--- config.mk ---
export PLATFORM = sky130hd
export DESIGN_NAME = wdt_reset_ctrl
export DESIGN_NICKNAME = d
export VERILOG_FILES = /design/src/rtl/wdt_ctrl_pkg.sv /design/src/rtl/wdt_pulse_stretch.sv /design/src/rtl/wdt_reset_ctrl.sv
export SDC_FILE = /design/constraint.sdc
export NUM_CORES = 1
export LEC_CHECK = 0
export ABC_CLOCK_PERIOD_IN_PS = 1600
export CAP_MARGIN = 20
export CORE_MARGIN = 3
export CORE_UTILIZATION = 45
export DETAILED_ROUTE_END_ITERATION = 10
export PLACE_DENSITY = 0.73
export SYNTH_ARGS = -nofsm -noshare
export SYNTH_HDL_FRONTEND = slang
export SYNTH_HIERARCHICAL = 1
export SYNTH_SLANG_ARGS = --single-unit
--- constraint.sdc ---
create_clock -name clk -period 1.6 [get_ports clk]
set_input_delay 0.24 -clock clk [delete_from_list [all_inputs] [get_ports clk]]
set_output_delay 0.24 -clock clk [all_outputs]
set_load 0.01 [all_outputs]
--- src/rtl/wdt_ctrl_pkg.sv ---
`default_nettype none
// ============================================================================
//  Module   : wdt_ctrl_pkg
//  Purpose  : Shared types and constants for the watchdog reset controller:
//             the controller state enum, the fault counter width and the
//             width helper for the reset-stretch down-counter.
//  Ports    : none (package)
//  Macros   : none
//  Revision : 1.0  initial release
// ============================================================================
package wdt_ctrl_pkg;

  typedef enum logic [1:0] {
    ARMED   = 2'd0,
    HOLD    = 2'd1,
    RECOVER = 2'd2,
    LOCKOUT = 2'd3
  } wdt_state_t;

  localparam int FAULT_W = 4;

  // Counter width able to hold RST_CYCLES-1; never narrower than one bit.
  function automatic int stretch_w(input int cycles);
    int w;
    w = $clog2(cycles);
    if (w < 1) w = 1;
    return w;
  endfunction

endpackage
`default_nettype wire

--- src/rtl/wdt_pulse_stretch.sv ---
`default_nettype none
// ============================================================================
//  Module   : wdt_pulse_stretch
//  Purpose  : Loadable down-counter that times the system reset pulse.
//             A load starts a run from cnt; the run ends one cycle after the
//             count reaches zero, so a load of L keeps busy high L+1 cycles.
//  Ports    : clk   - clock, rising edge
//             rst   - synchronous active-high reset
//             load  - start a new run from cnt
//             cnt   - start value of the run
//             busy  - a run is in progress
//             done  - last cycle of the current run (count is zero)
//  Macros   : none
//  Revision : 1.0  initial release
// ============================================================================
module wdt_pulse_stretch #(
  parameter int CNT_W = 3
) (
  input  logic             clk,
  input  logic             rst,
  input  logic             load,
  input  logic [CNT_W-1:0] cnt,
  output logic             busy,
  output logic             done
);

  logic [CNT_W-1:0] r_count;
  logic             r_busy;

  always_ff @(posedge clk) begin
    if (rst) begin
      r_count <= '0;
      r_busy  <= 1'b0;
    end else if (load) begin
      r_count <= cnt;
      r_busy  <= 1'b1;
    end else if (r_busy) begin
      if (r_count == '0) begin
        r_busy <= 1'b0;
      end else begin
        r_count <= r_count - CNT_W'(1);
      end
    end
  end

  assign busy = r_busy;
  assign done = r_busy && (r_count == '0);

endmodule
`default_nettype wire

--- src/rtl/wdt_reset_ctrl.sv ---
`default_nettype none
// ============================================================================
//  Module   : wdt_reset_ctrl
//  Purpose  : Consumer of a 4-bit watchdog's timeout. Gates and services the
//             watchdog, stretches a timeout into a RST_CYCLES-long system
//             reset, counts faults (saturating at 15) and, when built with
//             WDT_LOCKOUT_EN defined, escalates to a sticky lockout once the
//             fault count reaches MAX_FAULTS. Without WDT_LOCKOUT_EN every
//             qualifying timeout just produces a reset pulse and lockout
//             stays 0. All outputs are flop outputs.
//  Ports    : clk         - clock, rising edge
//             rst         - synchronous active-high reset
//             timeout     - watchdog count has reached 15
//             sw_enable   - software request to arm the watchdog
//             kick        - software service pulse
//             clr_faults  - clear the fault counter
//             wdt_enable  - watchdog enable
//             wdt_restart - watchdog restart
//             sys_rst     - stretched system reset
//             lockout     - sticky escalation flag
//             fault_cnt   - saturating timeout count since last clear
//  Macros   : WDT_LOCKOUT_EN - enables escalation to LOCKOUT
//  Revision : 1.0  initial release
// ============================================================================
module wdt_reset_ctrl
  import wdt_ctrl_pkg::*;
#(
  parameter int RST_CYCLES = 8,
  parameter int MAX_FAULTS = 3
) (
  input  logic               clk,
  input  logic               rst,
  input  logic               timeout,
  input  logic               sw_enable,
  input  logic               kick,
  input  logic               clr_faults,
  output logic               wdt_enable,
  output logic               wdt_restart,
  output logic               sys_rst,
  output logic               lockout,
  output logic [FAULT_W-1:0] fault_cnt
);

  localparam int               CNT_W    = stretch_w(RST_CYCLES);
  localparam logic [CNT_W-1:0] LOAD_VAL = CNT_W'(RST_CYCLES - 1);
  localparam logic [FAULT_W-1:0] MAX_CNT = FAULT_W'(MAX_FAULTS);
  localparam logic [FAULT_W-1:0] SAT_CNT = {FAULT_W{1'b1}};

`ifdef WDT_LOCKOUT_EN
  localparam bit LOCK_EN = 1'b1;
`else
  localparam bit LOCK_EN = 1'b0;
`endif

  wdt_state_t         r_state;
  logic               r_wdt_enable;
  logic               r_wdt_restart;
  logic               r_sys_rst;
  logic               r_lockout;
  logic [FAULT_W-1:0] r_fault_cnt;

  logic               w_qual;
  logic               w_escalate;
  logic               w_load;
  logic               w_busy;
  logic               w_done;
  logic [FAULT_W-1:0] w_base;
  logic [FAULT_W-1:0] w_next_cnt;

  // Only a timeout seen while we are actually enabling the watchdog counts.
  assign w_qual = (r_state == ARMED) && timeout && r_wdt_enable;

  // A clear in the same cycle as a timeout is applied first, so the
  // increment lands on zero.
  assign w_base     = clr_faults ? '0 : r_fault_cnt;
  assign w_next_cnt = (w_base == SAT_CNT) ? w_base : w_base + FAULT_W'(1);

  // With escalation compiled out this is constant 0 and LOCKOUT is dead.
  assign w_escalate = LOCK_EN && (w_next_cnt >= MAX_CNT);
  assign w_load     = w_qual && !w_escalate;

  wdt_pulse_stretch #(
    .CNT_W (CNT_W)
  ) u_stretch (
    .clk  (clk),
    .rst  (rst),
    .load (w_load),
    .cnt  (LOAD_VAL),
    .busy (w_busy),
    .done (w_done)
  );

  always_ff @(posedge clk) begin
    if (rst) begin
      r_state       <= ARMED;
      r_wdt_enable  <= 1'b0;
      r_wdt_restart <= 1'b1;
      r_sys_rst     <= 1'b0;
      r_lockout     <= 1'b0;
      r_fault_cnt   <= '0;
    end else begin
      case (r_state)
        ARMED: begin
          if (w_qual) begin
            r_fault_cnt   <= w_next_cnt;
            r_wdt_enable  <= 1'b0;
            r_wdt_restart <= 1'b1;
            r_sys_rst     <= 1'b1;
            if (w_escalate) begin
              r_state   <= LOCKOUT;
              r_lockout <= 1'b1;
            end else begin
              r_state <= HOLD;
            end
          end else begin
            r_fault_cnt   <= w_base;
            r_wdt_enable  <= sw_enable;
            r_wdt_restart <= kick;
            r_sys_rst     <= 1'b0;
          end
        end

        HOLD: begin
          r_fault_cnt   <= w_base;
          r_wdt_enable  <= 1'b0;
          r_wdt_restart <= 1'b1;
          // An idle stretcher here cannot happen in normal flow; leaving
          // HOLD anyway keeps the block from wedging with sys_rst high.
          if (w_done || !w_busy) begin
            r_state   <= RECOVER;
            r_sys_rst <= 1'b0;
          end
        end

        RECOVER: begin
          r_fault_cnt   <= w_base;
          r_wdt_enable  <= 1'b0;
          r_wdt_restart <= 1'b1;
          r_sys_rst     <= 1'b0;
          r_state       <= ARMED;
        end

        LOCKOUT: begin
          r_wdt_enable  <= 1'b0;
          r_wdt_restart <= 1'b1;
          r_sys_rst     <= 1'b1;
          r_lockout     <= 1'b1;
        end

        default: begin
          r_state <= ARMED;
        end
      endcase
    end
  end

  assign wdt_enable  = r_wdt_enable;
  assign wdt_restart = r_wdt_restart;
  assign sys_rst     = r_sys_rst;
  assign lockout     = r_lockout;
  assign fault_cnt   = r_fault_cnt;

endmodule
`default_nettype wire

Word-level counts from Yosys, hierarchy flattened
Cells that the tools add are included.
- register bits: 14
- output and inout bits: 8
- logic and storage cells: 51
- $add $sub $neg: 2
- equal/unequal tests: 7
- muxes and demuxes: 20
- reductions and logical operators: 14
- operators with widths (kind ; count):
    two-way mux 4 bit ; 3
    two-way mux 3 bit ; 3
    case mux 4 bit (2 select lines) ; 1
    two-way mux 1 bit ; 7
    case mux 2 bit (3 select lines) ; 1
    adder 4 x 1 -> 4 bit, second input constant ; 1
    equality test 2 bit, second input constant ; 2
    equality test 4 bit, second input constant ; 1
    two-way mux 2 bit ; 2
    != test 2 x 1 -> 1 bit, second input constant ; 2
    case mux 1 bit (2 select lines) ; 2
    case mux 1 bit (4 select lines) ; 1
    nonzero test 2 bit ; 2
    logical AND 1 bit ; 3
    logical NOT 3 bit ; 1
    AND reduction 3 bit ; 1
    nonzero test 3 bit ; 1
    OR reduction 3 bit ; 1
    subtractor 3 x 1 -> 3 bit, second input constant ; 1
    equality test 2 x 1 -> 1 bit, second input constant ; 1
    logical NOT 2 bit ; 1
    != test 2 bit, second input constant ; 1
    AND reduction 2 bit ; 1
    OR reduction 2 bit ; 1
    other kinds (2) ; 2

Longest topological paths before layout
Gate-level depths: netlist of run 1.
- depth after elaboration: 5
- gate-level depth with buffers: 7
- gate-level depth less buffers: 7

By module
The synthesis of run 1 kept the hierarchy.
- modules (own cells, without submodules) (module ; instances ; cells an instance ; area each (sq um)):
    wdt_reset_ctrl ; 1 ; 60 ; 556.8
    wdt_pulse_stretch ; 1 ; 26 ; 240.2

Worst setup path after synthesis of run 1
No wires, ideal clock.
- kind: reg2reg
- from: reg u_stretch.r_count[0]
- to: reg r_state[0]
- setup time: 121 ps
- data arrival time: 1487 ps
- required time: 1479 ps
- setup slack: -8 ps
- cell stages (with the launch flop): 8
- path buffers: 0
- period minus slack after synthesis: 1608 ps
- cell sequence: dfxtp_1 inv_1 ha_1 nand2b_4 nor2_1 and3b_1 a211o_1 mux2_4
- longest elaborated chain between the ends: 5
- RTL lines (what ; RTL line ; source):
    from (decl) ; wdt_pulse_stretch.sv:27 ; logic [CNT_W-1:0] r_count;
    from (signal assigned) ; wdt_pulse_stretch.sv:35 ; r_count <= cnt;
    from (signal assigned) ; wdt_pulse_stretch.sv:41 ; r_count <= r_count - CNT_W'(1);
    logical NOT 3 bit ; wdt_pulse_stretch.sv:47 ; assign done = r_busy && (r_count == '0);
    logical AND 1 bit ; wdt_pulse_stretch.sv:47 ;
    named net w_done ; wdt_reset_ctrl.sv:66 ; logic w_done;
    logical OR 1 bit ; wdt_reset_ctrl.sv:129 ; if (w_done || !w_busy) begin
    != test 2 bit (no line) ; - ;
    AND reduction 3 bit (no line) ; - ;
    to (signal assigned) ; wdt_reset_ctrl.sv:130 ; r_state <= RECOVER;
    to (signal assigned) ; wdt_reset_ctrl.sv:140 ; r_state <= ARMED;
    to (signal assigned) ; wdt_reset_ctrl.sv:151 ; r_state <= ARMED;
    to (decl) ; wdt_reset_ctrl.sv:55 ; wdt_state_t r_state;
The timed path passes the listed nets, and every way through them passes these cells.
A chain may end at the register's enable or synchronous reset.

Worst setup path in the final report of run 1
- from: reg r_state[0]
- to: reg r_state[0]
- longest elaborated chain between the ends: 5
- RTL lines (what ; RTL line ; source):
    from (signal assigned) ; wdt_reset_ctrl.sv:95 ; r_state <= ARMED;
    from (signal assigned) ; wdt_reset_ctrl.sv:110 ; r_state <= LOCKOUT;
    from (signal assigned) ; wdt_reset_ctrl.sv:113 ; r_state <= HOLD;
    logical NOT 2 bit ; wdt_reset_ctrl.sv:71, wdt_reset_ctrl.sv:102 ;
    logical AND 1 bit (2 in a row) ; wdt_reset_ctrl.sv:71 ; assign w_qual = (r_state == ARMED) && timeout && r_wdt_enable;
    != test 2 x 1 -> 1 bit (no line) ; - ;
    AND reduction 3 bit (no line) ; - ;
Parallel ways exist; a longest one is shown, timed or not.

==> results.cfg, run 1 <==
[status]
run_status = finished clean

[worst_setup_path]
worstReg2RegEnd = r_state[0]
startpoint_type = flip-flop
crit_cells = 5
criticalPathCategory = flip-flop to flip-flop
crit_chain = buf_4 -> ha_1 -> and3b_1 -> a211o_1 -> mux2_4
cp.arrival_ns = 1.71
path_buf_inv = 1
critPathMaxFanout = 3
cp.required_ns = 1.76
rr_startpoint = r_state[0]
reg2reg_depth = 5
r2r_slack_ns = 0.05
path_delay_family = flip-flops
slowest_stage = dfxtp_2
slowest_delay_ns = 0.33
endpoint_kind = flip-flop

[synthesis]
ys_ff_latch = 14
syn_avg_cell_area_um2 = 9.27
synthArstFlopShare = 0
synthFlopType = dfxtp_1
synth-seq-area-share = 0.352
synthCells = 86
synth_area_leader_cell = dfxtp_1
synth-edff-count = 0
syn_area_um2 = 797
synth_top_area_share = 0.352
synthTopCellsByArea = dfxtp_1 (35%), ha_1 (13%), inv_1 (4.2%), a211oi_1 (3.8%), nor2_1 (3.8%)
synth_cell_type_count = 37
ys_warn_count = 6

[global_routing]
antenna_found_initial = 0
grt_usage = 0.179
grt_max_degree = 12
grt_pass1_wl_mm = 2.87
overflow = 0
grt_pass1_vias = 654

[cells_and_area]
fin_area_um2 = 1140
post-route-util = 0.714
multi_input_area_um2 = 526
final-instance-count-excl-fill = 142
fin_nets = 134
n_antenna_cell = 0
drive_gt1_frac = 0.297
regArea_um2 = 283
syn2layout_area_growth_pct = 42.7
final.fill_count = 119

[sta]
fmax_mhz = 644
setup_tns_ns = 0
fin_skew_ns = 0.00302
rsz0062_at_grt = no
holdWs_ns = 0.459
finalHoldViolations = 0
setup_viol = 0
fin_ws_ns = 0.0479
final.period_utilization = 0.970
drv_slew = 0
min_period_ns = 1.55

[cts]
hold_buffers = 0
clockBufferDepth = 2
root_buffer = clkbuf_4
htree_levels = 1
clkTransAtPathRegs_ns = 0.07
numCtsBuffers = 3
cts_num_sinks = 14
cts_tree = built
insertion_delay_ns = 0.27

[flow_run]
maxCapViolations = 0

[power_and_ir_drop]
p_total_mw = 1.18
powerDensity_nw_per_um2 = 1040
p_seq_frac = 0.373
power.leakage_nw = 0.456
clockPowerShare = 0.160
comb_power_share = 0.467
p_switching_mw = 0.381
power.internal_mw = 0.798
switching_share = 0.323
ir_worst_vdd_mv = 0.718

[die]
fp-row-count = 14
start_util = 0.500
pin_count = 14
design.core.area_um2 = 1590
fp.dieArea_um2 = 2310
fp.dieH_um = 48.1
die_x_um = 48.1

[detailed_routing]
drtPass1Iterations = 4
wl_per_cell_um = 11.9
viasPerCell = 4.97
routed_wl_mm = 1.68
route.detailed.drc = 0
ant_nets = 0
drt-initial-drc-count = 13
vias = 706

[placed_design]
hpwlAfterDp_mm = 1.30
dpl_worst_slack_ns = -0.0235
placed_area_um2 = 1080
numPortBuffers = 13
routabilityCongestion = 0.816
placed_cells = 139

[hold_path]
hold_class = flip-flop to flip-flop
min_from = sys_rst
holdPathEnd = sys_rst
min_path_cells = 2
## synth_stat cells (all sizes together), types with 2 or more instances
| cell type | number |
|---|---|
| a2111oi | 3 |
| a211oi | 4 |
| a21oi | 2 |
| dfxtp | 14 |
| ha | 8 |
| inv | 9 |
| nand2 | 4 |
| nand2b | 2 |
| nand3 | 2 |
| nor2 | 8 |
| nor2b | 3 |
| nor3 | 4 |
| o21ai | 2 |
| or4b | 2 |
## tightest hold or removal path, delay by kind of cell (launching register included)
family                 cells  cell delay [ns]
flip-flops                 1             0.31
buffers and inverters      1             0.05
AO/OA/AOI/OAI              1             0.05
## timing repair
action / CTS / global route
buffers inserted: 0 / 0
resized for setup: 5 / 7
endpoints found under the setup margin: 3 / 5
pin swaps: 1 / 1
cloned: 0 / 0
## registers in the layout (all words and copies together) (netlist names)
register / count
fault_cnt: 4
lockout: 1
r_state: 2
sys_rst: 1
u_stretch/busy: 1
u_stretch/r_count: 3
wdt_enable: 1
wdt_restart: 1
## metal layers
metal,GRT usage,up-vias,part of all wire
met5,0,-,0
met4,0.0430,0,0.0024
met3,0.0865,2,0.065
met2,0.227,20,0.40
met1,0.267,307,0.54
li1,-,377,-
## how the worst max path moves through the flow
| stage | start | endpoint |
|---|---|---|
| after global placement | u_stretch/r_count[0] | r_state[0] |
| final | r_state[0] | r_state[0] |
| after detailed placement | u_stretch/r_count[0] | r_state[0] |
| after global routing | r_state[0] | r_state[0] |
| after CTS | r_state[0] | r_state[0] |
| after floorplan | u_stretch/r_count[0] | r_state[0] |
## layout by cell type, fill, tap and decap left out, types with 2 or more instances in the layout
cell,synthesis,layout
nor2b_1,3,3
nor2_1,8,8
nor3_1,4,4
inv_1,9,5
a21oi_1,2,2
clkdlybuf4s50_1,0,13
clkbuf_4,0,3
conb_1,1,3
a211oi_1,4,4
dfxtp_1,14,12
nand2_1,3,3
inv_2,0,4
dfxtp_2,0,2
or4b_1,2,2
nand3_1,2,2
buf_4,0,15
ha_4,0,2
ha_1,8,5
a2111oi_2,1,2
## cells by family after synthesis
logic type / Yosys count / synth area share
and+or+nand+nor: 33 / 0.259
AOI/OAI and AO/OA: 19 / 0.193
DFF: 14 / 0.352
buffers and inverters: 10 / 0.0471
adders and majority gates: 8 / 0.126
muxes: 1 / 0.0188
other: 1 / 0.00471
## power by group through the flow
stage	registers [mW]	logic, mW	clock network, mW
3_5_place_dp	0.441	0.515	0
6_report	0.440	0.551	0.188
2_1_floorplan	0.453	0.270	0
5_1_grt	0.447	0.609	0.218
4_1_cts	0.437	0.526	0.198
3_3_place_gp	0.439	0.503	0
## area by class of cell
type                       instances  share of cell area
clock buffer                       3              0.0198
sequential                        14               0.249
inverter                           9              0.0297
timing repair buffer              28               0.213
multi-input combinational         64               0.462
tap                               24              0.0264
Power figures use the tool's default switching activity.
==> run 2, diff against run 1 <==
- PLACE_DENSITY: 0.73 -> unset
- PLACE_DENSITY_LB_ADDON: unset -> 0.3
==> results.cfg, run 2 (same netlist as run 1, synthesis figures left out) <==
[sta]
rsz0062_at_grt = no
fin_skew_ns = 0.00438
finalHoldViolations = 0
final.period_utilization = 0.962
setup_viol = 0
holdWs_ns = 0.461
fmax_mhz = 650
drv_slew = 0
min_period_ns = 1.54

[detailed_routing]
wl_per_cell_um = 12.7
drtPass1Iterations = 4
wl_met1_um = 950
route.detailed.drc = 0
wl_met3_um = 65
met2WireLength_um = 747
viasPerCell = 5.22
drt-initial-drc-count = 19
vias = 731
top_layer_used = met4
ant_nets = 0
routed_wl_mm = 1.78

[power_and_ir_drop]
p_seq_frac = 0.355
ir_worst_vdd_mv = 0.682
power.internal_mw = 0.834
power.leakage_nw = 0.450
switching_share = 0.327
clockPowerShare = 0.209
comb_power_share = 0.436
p_total_mw = 1.24
powerDensity_nw_per_um2 = 1090
p_switching_mw = 0.405

[worst_setup_path]
path_delay_family = buffers and inverters
path_buf_inv = 1
cp.arrival_ns = 1.30
startpoint_type = flip-flop
slowest_stage = clkdlybuf4s50_1
criticalPathCategory = flip-flop to primary output
cp.required_ns = 1.36
critPathMaxFanout = 5
crit_chain = clkdlybuf4s50_1
endpoint_kind = primary output
slowest_delay_ns = 0.58

[cts]
htree_levels = 1
clkTransAtPathRegs_ns = 0.09
numCtsBuffers = 3
insertion_delay_ns = 0.28
clockBufferDepth = 2
cts_num_sinks = 14
root_buffer = clkbuf_4
cts_tree = built

[cells_and_area]
fin_area_um2 = 1130
n_antenna_cell = 0
drive_gt1_frac = 0.293
layout_common_cells = clkdlybuf4s50_1 (13), dfxtp_1 (12), buf_4 (12), nor2_1 (8), ha_1 (6)
layout_commonest_cell = clkdlybuf4s50_1
fin_nets = 131
largest_reg_flops = 4
multi_input_area_um2 = 531
final-instance-count-excl-fill = 140
regArea_um2 = 283
final.fill_count = 120
syn2layout_area_growth_pct = 42.2

[die]
die_x_um = 48.1
design.core.area_um2 = 1590
pin_count = 14
fp.dieH_um = 48.1
fp.dieArea_um2 = 2310
fp-row-count = 14
start_util = 0.500

[global_routing]
overflow = 0
grt_usage = 0.187
antenna_found_initial = 0
grt_pass1_vias = 695
grt_max_degree = 12
grt_pass1_wl_mm = 3.04

[placed_design]
routabilityCongestion = 0.809
placed_cells = 136
numPortBuffers = 13
placed_area_um2 = 1050
hpwlAfterDp_mm = 1.34

[status]
run_status = finished clean

[hold_path]
hold_class = flip-flop to flip-flop

[flow_run]
maxCapViolations = 0
## run 2: path summary, 6_finish.rpt
| kind | startpoint | to | slack [ns] | cells after the start |
|---|---|---|---|---|
| worst min register to register | sys_rst | sys_rst | 0.46 | 2 |
| worst min-delay path | sys_rst | sys_rst | 0.46 | 2 |
| worst max register to register | r_state[1] | r_state[0] | 0.06 | 5 |
| worst max-delay path | fault_cnt[3] | fault_cnt[3] | 0.06 | 1 |
## run 2: power groups by stage
stage	combinational (mW)	clock, mW	sequential [mW]
detailed placement	0.491	0	0.441
floorplan	0.270	0	0.453
global placement	0.479	0	0.441
finish	0.540	0.259	0.440
CTS	0.516	0.264	0.437
global route	0.601	0.285	0.447
## run 2: timing repair
action / 4_1_cts / 5_1_grt
hold buffers: 0 / 0
buffers inserted: 0 / 0
resized for setup: 6 / 8
pin swaps: 1 / 0
setup endpoints to repair: 5 / 7
## run 2: area by class of cell
cell class,count,area share
Multi-Input combinational cell,64,0.468
Timing Repair Buffer,25,0.194
Tap cell,24,0.0265
Clock buffer,4,0.0320
Inverter,9,0.0298
Sequential cell,14,0.249
## run 2: per-stage QoR
step	setup TNS, ns	utilization	worst slack, ns
2_1_floorplan	0	-	0.000466
3_3_place_gp	-0.00123	0.661	-0.00123
3_5_place_dp	-0.0860	0.661	-0.0423
4_1_cts	0	0.698	0.00465
5_1_grt	0	0.711	0.000935
6_report	0	0.711	0.0609
## run 2: metal layers
metal  GRT usage  vias to the layer above
met4      0.0538                        0
met2       0.277                       17
li1            -                      371
met3      0.0489                        2
met1       0.263                      341
met5           0                        -
==> run 3, diff against run 2 <==
- CAP_MARGIN: 20 -> unset
- PLACE_DENSITY: unset -> 0.73
- PLACE_DENSITY_LB_ADDON: 0.3 -> unset
==> results of run 3 <==
The final DEF is identical to that of run 1; final timing and power are the same.
